[src/rtl/mem_arb_pkg.sv]
// Shared types and constants for the two-master Avalon-MM arbiter.
// State encodings are fixed so the state register can be probed on a debug bus.
package mem_arb_pkg;

  typedef enum logic [1:0] {
    ST_IDLE   = 2'b00,
    ST_GRANT0 = 2'b01,
    ST_GRANT1 = 2'b10,
    ST_DRAIN  = 2'b11
  } arb_state_t;

  localparam logic M_STIM  = 1'b0;
  localparam logic M_CHECK = 1'b1;

  function automatic arb_state_t grant_state(input logic master);
    return master ? ST_GRANT1 : ST_GRANT0;
  endfunction

endpackage

[src/rtl/mem_arb_outst_cnt.sv]
// Outstanding-read tracker: up/down counter with full/empty flags.
// A decrement while empty is reported as underflow and never wraps the count.
module mem_arb_outst_cnt #(
  parameter int OUTST_WIDTH = 3
) (
  input  logic                   clock,
  input  logic                   reset,
  input  logic                   inc,
  input  logic                   dec,
  output logic [OUTST_WIDTH-1:0] count,
  output logic                   full,
  output logic                   empty,
  output logic                   underflow
);

  logic dec_ok;

  assign empty     = (count == '0);
  assign full      = &count;
  assign underflow = dec & empty;
  assign dec_ok    = dec & ~empty;

  // NOTE: state registers use non-blocking assignments so every flop samples pre-edge values.
  always_ff @(posedge clock or posedge reset) begin
    if (reset) begin
      count <= '0;
    end else begin
      case ({inc, dec_ok})
        2'b10:   count <= count + 1'b1;
        2'b01:   count <= count - 1'b1;
        default: count <= count;
      endcase
    end
  end

endmodule

[src/rtl/mem_arbiter.sv]
// Round-robin arbiter sharing one pipelined Avalon-MM slave between stim (m0) and check (m1).
// Grants only change once every outstanding read has returned, so read data needs no tagging.
module mem_arbiter
  import mem_arb_pkg::*;
#(
  parameter int ADDR_WIDTH  = 20,
  parameter int DATA_WIDTH  = 16,
  parameter int BE_WIDTH    = DATA_WIDTH / 8,
  parameter int MAX_BURST   = 8,
  parameter int OUTST_WIDTH = 3
) (
  input  logic                  clock,
  input  logic                  reset,
  input  logic [ADDR_WIDTH-1:0] m0_address,
  input  logic [BE_WIDTH-1:0]   m0_byteenable,
  input  logic                  m0_read,
  output logic [DATA_WIDTH-1:0] m0_readdata,
  output logic                  m0_readdataready,
  output logic                  m0_waitrequest,
  input  logic [ADDR_WIDTH-1:0] m1_address,
  input  logic [BE_WIDTH-1:0]   m1_byteenable,
  input  logic                  m1_read,
  input  logic                  m1_write,
  input  logic [DATA_WIDTH-1:0] m1_writedata,
  output logic [DATA_WIDTH-1:0] m1_readdata,
  output logic                  m1_readdataready,
  output logic                  m1_waitrequest,
  output logic [ADDR_WIDTH-1:0] s_address,
  output logic [BE_WIDTH-1:0]   s_byteenable,
  output logic                  s_read,
  output logic                  s_write,
  output logic [DATA_WIDTH-1:0] s_writedata,
  input  logic [DATA_WIDTH-1:0] s_readdata,
  input  logic                  s_readdataready,
  input  logic                  s_waitrequest,
  output logic                  err_spurious
);

  localparam int                BURST_W   = $clog2(MAX_BURST + 1);
  localparam logic [BURST_W-1:0] BURST_MAX = BURST_W'(MAX_BURST);

  arb_state_t             state, next_state;
  logic                   owner, rr_last;
  logic [BURST_W-1:0]     burst;
  logic                   req0, req1, burst_done, leave;
  logic                   accepted, rd_accepted;
  logic [OUTST_WIDTH-1:0] outst;
  logic                   outst_full, outst_empty, underflow;

  assign req0       = m0_read;
  assign req1       = m1_read | m1_write;
  assign burst_done = (burst == BURST_MAX);

  assign accepted    = (s_read | s_write) & ~s_waitrequest;
  assign rd_accepted = s_read & ~s_waitrequest;

  mem_arb_outst_cnt #(.OUTST_WIDTH(OUTST_WIDTH)) u_outst (
    .clock     (clock),
    .reset     (reset),
    .inc       (rd_accepted),
    .dec       (s_readdataready),
    .count     (outst),
    .full      (outst_full),
    .empty     (outst_empty),
    .underflow (underflow)
  );

  // Yield when the owner goes quiet, or its burst is spent while the other side waits.
  always_comb begin
    leave = 1'b0;
    case (state)
      ST_GRANT0: leave = ~req0 | (burst_done & req1);
      ST_GRANT1: leave = ~req1 | (burst_done & req0);
      default:   leave = 1'b0;
    endcase
  end

  always_ff @(posedge clock or posedge reset) begin
    if (reset) begin
      state <= ST_IDLE;
    end else begin
      state <= next_state;
    end
  end

  always_comb begin
    next_state = state;
    case (state)
      ST_IDLE: begin
        if (req0 & req1)  next_state = grant_state(~rr_last);
        else if (req0)    next_state = ST_GRANT0;
        else if (req1)    next_state = ST_GRANT1;
      end
      ST_GRANT0, ST_GRANT1: begin
        if (leave) next_state = ST_DRAIN;
      end
      ST_DRAIN: begin
        if (outst_empty || (outst == OUTST_WIDTH'(1) && s_readdataready))
          next_state = ST_IDLE;
      end
      default: next_state = ST_IDLE;
    endcase
  end

  // NOTE: every combinational output gets a default first so no path can infer a latch.
  always_comb begin
    s_address      = '0;
    s_byteenable   = '0;
    s_read         = 1'b0;
    s_write        = 1'b0;
    s_writedata    = '0;
    m0_waitrequest = 1'b1;
    m1_waitrequest = 1'b1;
    if (state == ST_GRANT0 && !leave) begin
      s_address      = m0_address;
      s_byteenable   = m0_byteenable;
      s_read         = m0_read & ~outst_full;
      m0_waitrequest = s_waitrequest | outst_full;
    end else if (state == ST_GRANT1 && !leave) begin
      s_address      = m1_address;
      s_byteenable   = m1_byteenable;
      s_read         = m1_read & ~outst_full;
      s_write        = m1_write & ~outst_full;
      s_writedata    = m1_writedata;
      m1_waitrequest = s_waitrequest | outst_full;
    end
  end

  always_ff @(posedge clock or posedge reset) begin
    if (reset) begin
      owner        <= M_STIM;
      rr_last      <= M_CHECK;
      burst        <= '0;
      err_spurious <= 1'b0;
    end else begin
      if (state == ST_IDLE && next_state != ST_IDLE) begin
        owner <= (next_state == ST_GRANT1);
        burst <= '0;
      end else if (accepted && !burst_done) begin
        burst <= burst + 1'b1;
      end
      if (leave) rr_last <= (state == ST_GRANT1);
      if (underflow) err_spurious <= 1'b1;
    end
  end

  assign m0_readdata      = s_readdata;
  assign m1_readdata      = s_readdata;
  assign m0_readdataready = s_readdataready & (owner == M_STIM);
  assign m1_readdataready = s_readdataready & (owner == M_CHECK);

endmodule

[config.mk]
export PLATFORM = sky130hd
export DESIGN_NAME = mem_arbiter
export DESIGN_NICKNAME = d
export VERILOG_FILES = /design/src/rtl/mem_arb_pkg.sv /design/src/rtl/mem_arb_outst_cnt.sv /design/src/rtl/mem_arbiter.sv
export SDC_FILE = /design/constraint.sdc
export NUM_CORES = 1
export LEC_CHECK = 0
export CAP_MARGIN = 5
export CORE_MARGIN = 1
export CORE_UTILIZATION = 32
export DETAILED_ROUTE_END_ITERATION = 6
export HOLD_SLACK_MARGIN = 0.06
export PLACE_DENSITY = 0.91
export SLEW_MARGIN = 20
export SYNTH_ARGS = -nofsm -noshare
export SYNTH_HDL_FRONTEND = slang
export SYNTH_HIERARCHICAL = 1
export SYNTH_SLANG_ARGS = --single-unit
[constraint.sdc]
create_clock -name clock -period 4.4 [get_ports clock]
set_input_delay 0.88 -clock clock [delete_from_list [all_inputs] [get_ports clock]]
set_output_delay 0.88 -clock clock [all_outputs]
set_load 0.02 [all_outputs]
==> impl_metrics.csv <==
group,metric,value,unit
synth,synth_most_common_cell,"buf_4",
synth,syn_area_per_cell,8.58,sq um
clock_network,cts-htree-levels,1,
clock_network,hold_buffers,0,
sta,tightest_slew,0.444,ns
synth,netlist_instances,185,
route,drtAntennaViolNets,0,
sta,max_freq,239,MHz
setup_path,crit_required,3.52,ns
route,drc,0,
route,drt_iter0_markers,61,
global_routing,first_global_vias,1530,
placed_design,gp_congestion,0.855,
synth,synth.distinct_cells,50,
route,vias,1574,
global_routing,antenna_found_initial,0,
synth,synthTopCellsByCount,"buf_4 (32), a22o_1 (22), and2_1 (18)",
sta,slew_headroom,0.704,
final_layout,finish.utilization,0.531,
global_routing,grt_overflow,0,
pwr,p_leak,0.00102,uW
die,core,4750,sq um
sta,fin_ws,0.211,ns
die,die_width,72.4,um
setup_path,critPathArrivalTime,3.31,ns
synth,synth-async-reset-ratio,1.00,
worst_hold_path,hold_path_class,"reg2reg",
sta,rsz0062_at_grt,"no",
sta,min_period,4.19,ns
global_routing,grt_max_degree,42,
sta,whs,0.465,ns
final_layout,areaGrowthSynthToFinish,59.2,%
setup_path,critPathLaunchType,"primary input",
final_layout,final_nets,353,
clock_network,cts_sinks,12,
die,initial_core_util,0.334,
sta,timing_hold_violations_final,0,
setup_path,ff2ff_path_depth,13,
setup_path,timing.rr.start,"state[0]$_DFF_PP0_",
sta,fin_tns_setup,0,ns
synth,synth_edf_count,0,
placed_design,dp_hpwl,3650,um
route,viasPerCell,4.80,
clock_network,clockBufferDepth,2,
final_layout,fin_cells,328,
sta,setup_violations,0,
sta,period_share,0.952,
synth,yosys.area.top_type,"dfrtp_1",
setup_path,criticalPathCategory,"in2out",
worst_hold_path,hp-start,"err_spurious$_DFFE_PP0P_",
setup_path,rrSetupSlack,1.35,ns
synth,syn_nets,276,
clock_network,cts_resized,0,
pwr,powerDensity,563,nW/um^2
clock_network,cts_setup_buffers,0,
die,io_pins,160,
pwr,peakVddDrop,0.000312,V
placed_design,io_buffers,111,
die,die_area,5240,sq um
final_layout,fillers,431,
setup_path,reg2reg_to,"u_outst/count[2]$_DFFE_PP0P_",
worst_hold_path,min_to,"err_spurious$_DFFE_PP0P_",
die,fp.dieH,72.4,um
worst_hold_path,min_path_cells,1,
final_layout,antenna_cells,0,
placed_design,dp.cells,324,
final_layout,drive_gt1_frac,0.0690,
global_routing,grt_pass1_wl,7120,um
placed_design,dp_worst_setup_slack,0.246,ns
route,drt_pass1_iterations,4,
synth,ys_seq_area_frac,0.190,
synth,yosysWarnings,6,
route,wire_per_inst,14.2,um
route,routed_wl,4650,um
sta,clock_skew,0.00426,ns
clock_network,cts_made_buffers,3,
synth,netlist_top_cells_area,"dfrtp_1 (17%), buf_4 (15%), a22o_1 (12%)",
clock_network,cts_tree,"yes",
synth,synth_ff_type,"dfrtp_1",
clock_network,insertion_delay,0.25,ns
job,max-cap-violations,0,
global_routing,grt.total_usage,0.171,
setup_path,crit_fanout,23,
sta,finalMaxSlewViolations,0,
synth,ys_seq_elements,12,
clock_network,clk_pin_slew,0.06,ns
clock_network,cts-root-buf,"clkbuf_8",
setup_path,cp-end-kind,"primary output",
outcome,outcome,"finished, final reports clean",
synth,synth_top_area_share,0.174,
synth,synth.cell_area,1590,sq um
die,row_count,25,
## cell families (layout without fill, tap and decap cells)
| kind of cell | Yosys count | after routing | share of synthesized area |
|---|---|---|---|
| adder cells (fa/ha/maj) | 8 | 8 | 0.0678 |
| AO/OA/AOI/OAI | 50 | 50 | 0.259 |
| flip-flops | 12 | 12 | 0.190 |
| XOR/XNOR | 4 | 4 | 0.0221 |
| multiplexers | 4 | 4 | 0.0300 |
| buffers and inverters | 54 | 130 | 0.233 |
| AND/OR/NAND/NOR | 53 | 53 | 0.198 |
## per-layer routing
layer	global-route usage	wire length [um]	vias up	share of wire
met2	0.289	2200	82	0.47
met4	0.0915	116	0	0.025
li1	-	-	768	-
met3	0.0431	441	13	0.095
met5	0	0	-	0
met1	0.197	1890	711	0.41
## state kept, by name, summed over array words and instances, names as in the netlist
register and cells:
state 2, owner 1, burst 4, rr_last 1, err_spurious 1, u_outst/count 3
## area by class of cell
class / count / area [sq um] / share of cell area
clock buffer: 4 / 55.1 / 0.0218
timing repair buffer: 112 / 1120 / 0.443
sequential: 12 / 302 / 0.119
multi-input combinational: 119 / 915 / 0.362
inverter: 14 / 52.6 / 0.0208
tap: 67 / 83.8 / 0.0332
## how the worst max path moves through the flow
stage | from | to | slack (ns) | depth (start not counted)
finish | m1_write | s_address[3] | 0.21 | 6
detailed placement | m1_write | s_address[7] | 0.25 | 6
global route | m1_write | s_address[7] | 0.13 | 6
global placement | m1_write | s_address[7] | 0.28 | 6
CTS | m1_write | s_address[7] | 0.21 | 6
floorplan | m1_write | u_outst/count[2]$_DFFE_PP0P_ | 1.51 | 12
## critical path, stage by stage
cell,delay [ns]
clkdlybuf4s50_1,0.55
or2_1,0.39
a211oi_2,0.21
o21a_2,0.43
a22o_1,0.20
clkdlybuf4s50_1,0.63
## cell usage in the layout (no fill, tap or decap), drive strengths merged, types with 2 or more instances in the layout
master	synthesis	final
nor2	6	6
or2	2	2
and3b	2	2
mux2	3	3
clkdlybuf4s50	0	111
a21oi	6	6
ha	7	7
a22o	22	22
dfrtp	11	11
o21ai	6	6
nor2b	3	3
inv	14	14
nand2	9	9
xnor2	2	2
xor2	2	2
and2	18	18
clkbuf	1	4
nor3	3	3
or3	3	3
a211oi	3	3
## report_power, final
group	total [uW]	internal, uW	leakage (uW)	switching [uW]
clock network	124	79.3	0.0000288	44.4
registers	196	156	0.000146	40.4
logic	1100	548	0.000842	555
## through the flow
stage	area (sq um)	power [uW]
2_1_floorplan	1590	934
3_3_place_gp	2470	1280
3_5_place_dp	2470	1300
4_1_cts	2530	1430
5_1_grt	2530	1510
6_report	2530	1420
No activity file was read; power rests on OpenSTA's default activity.
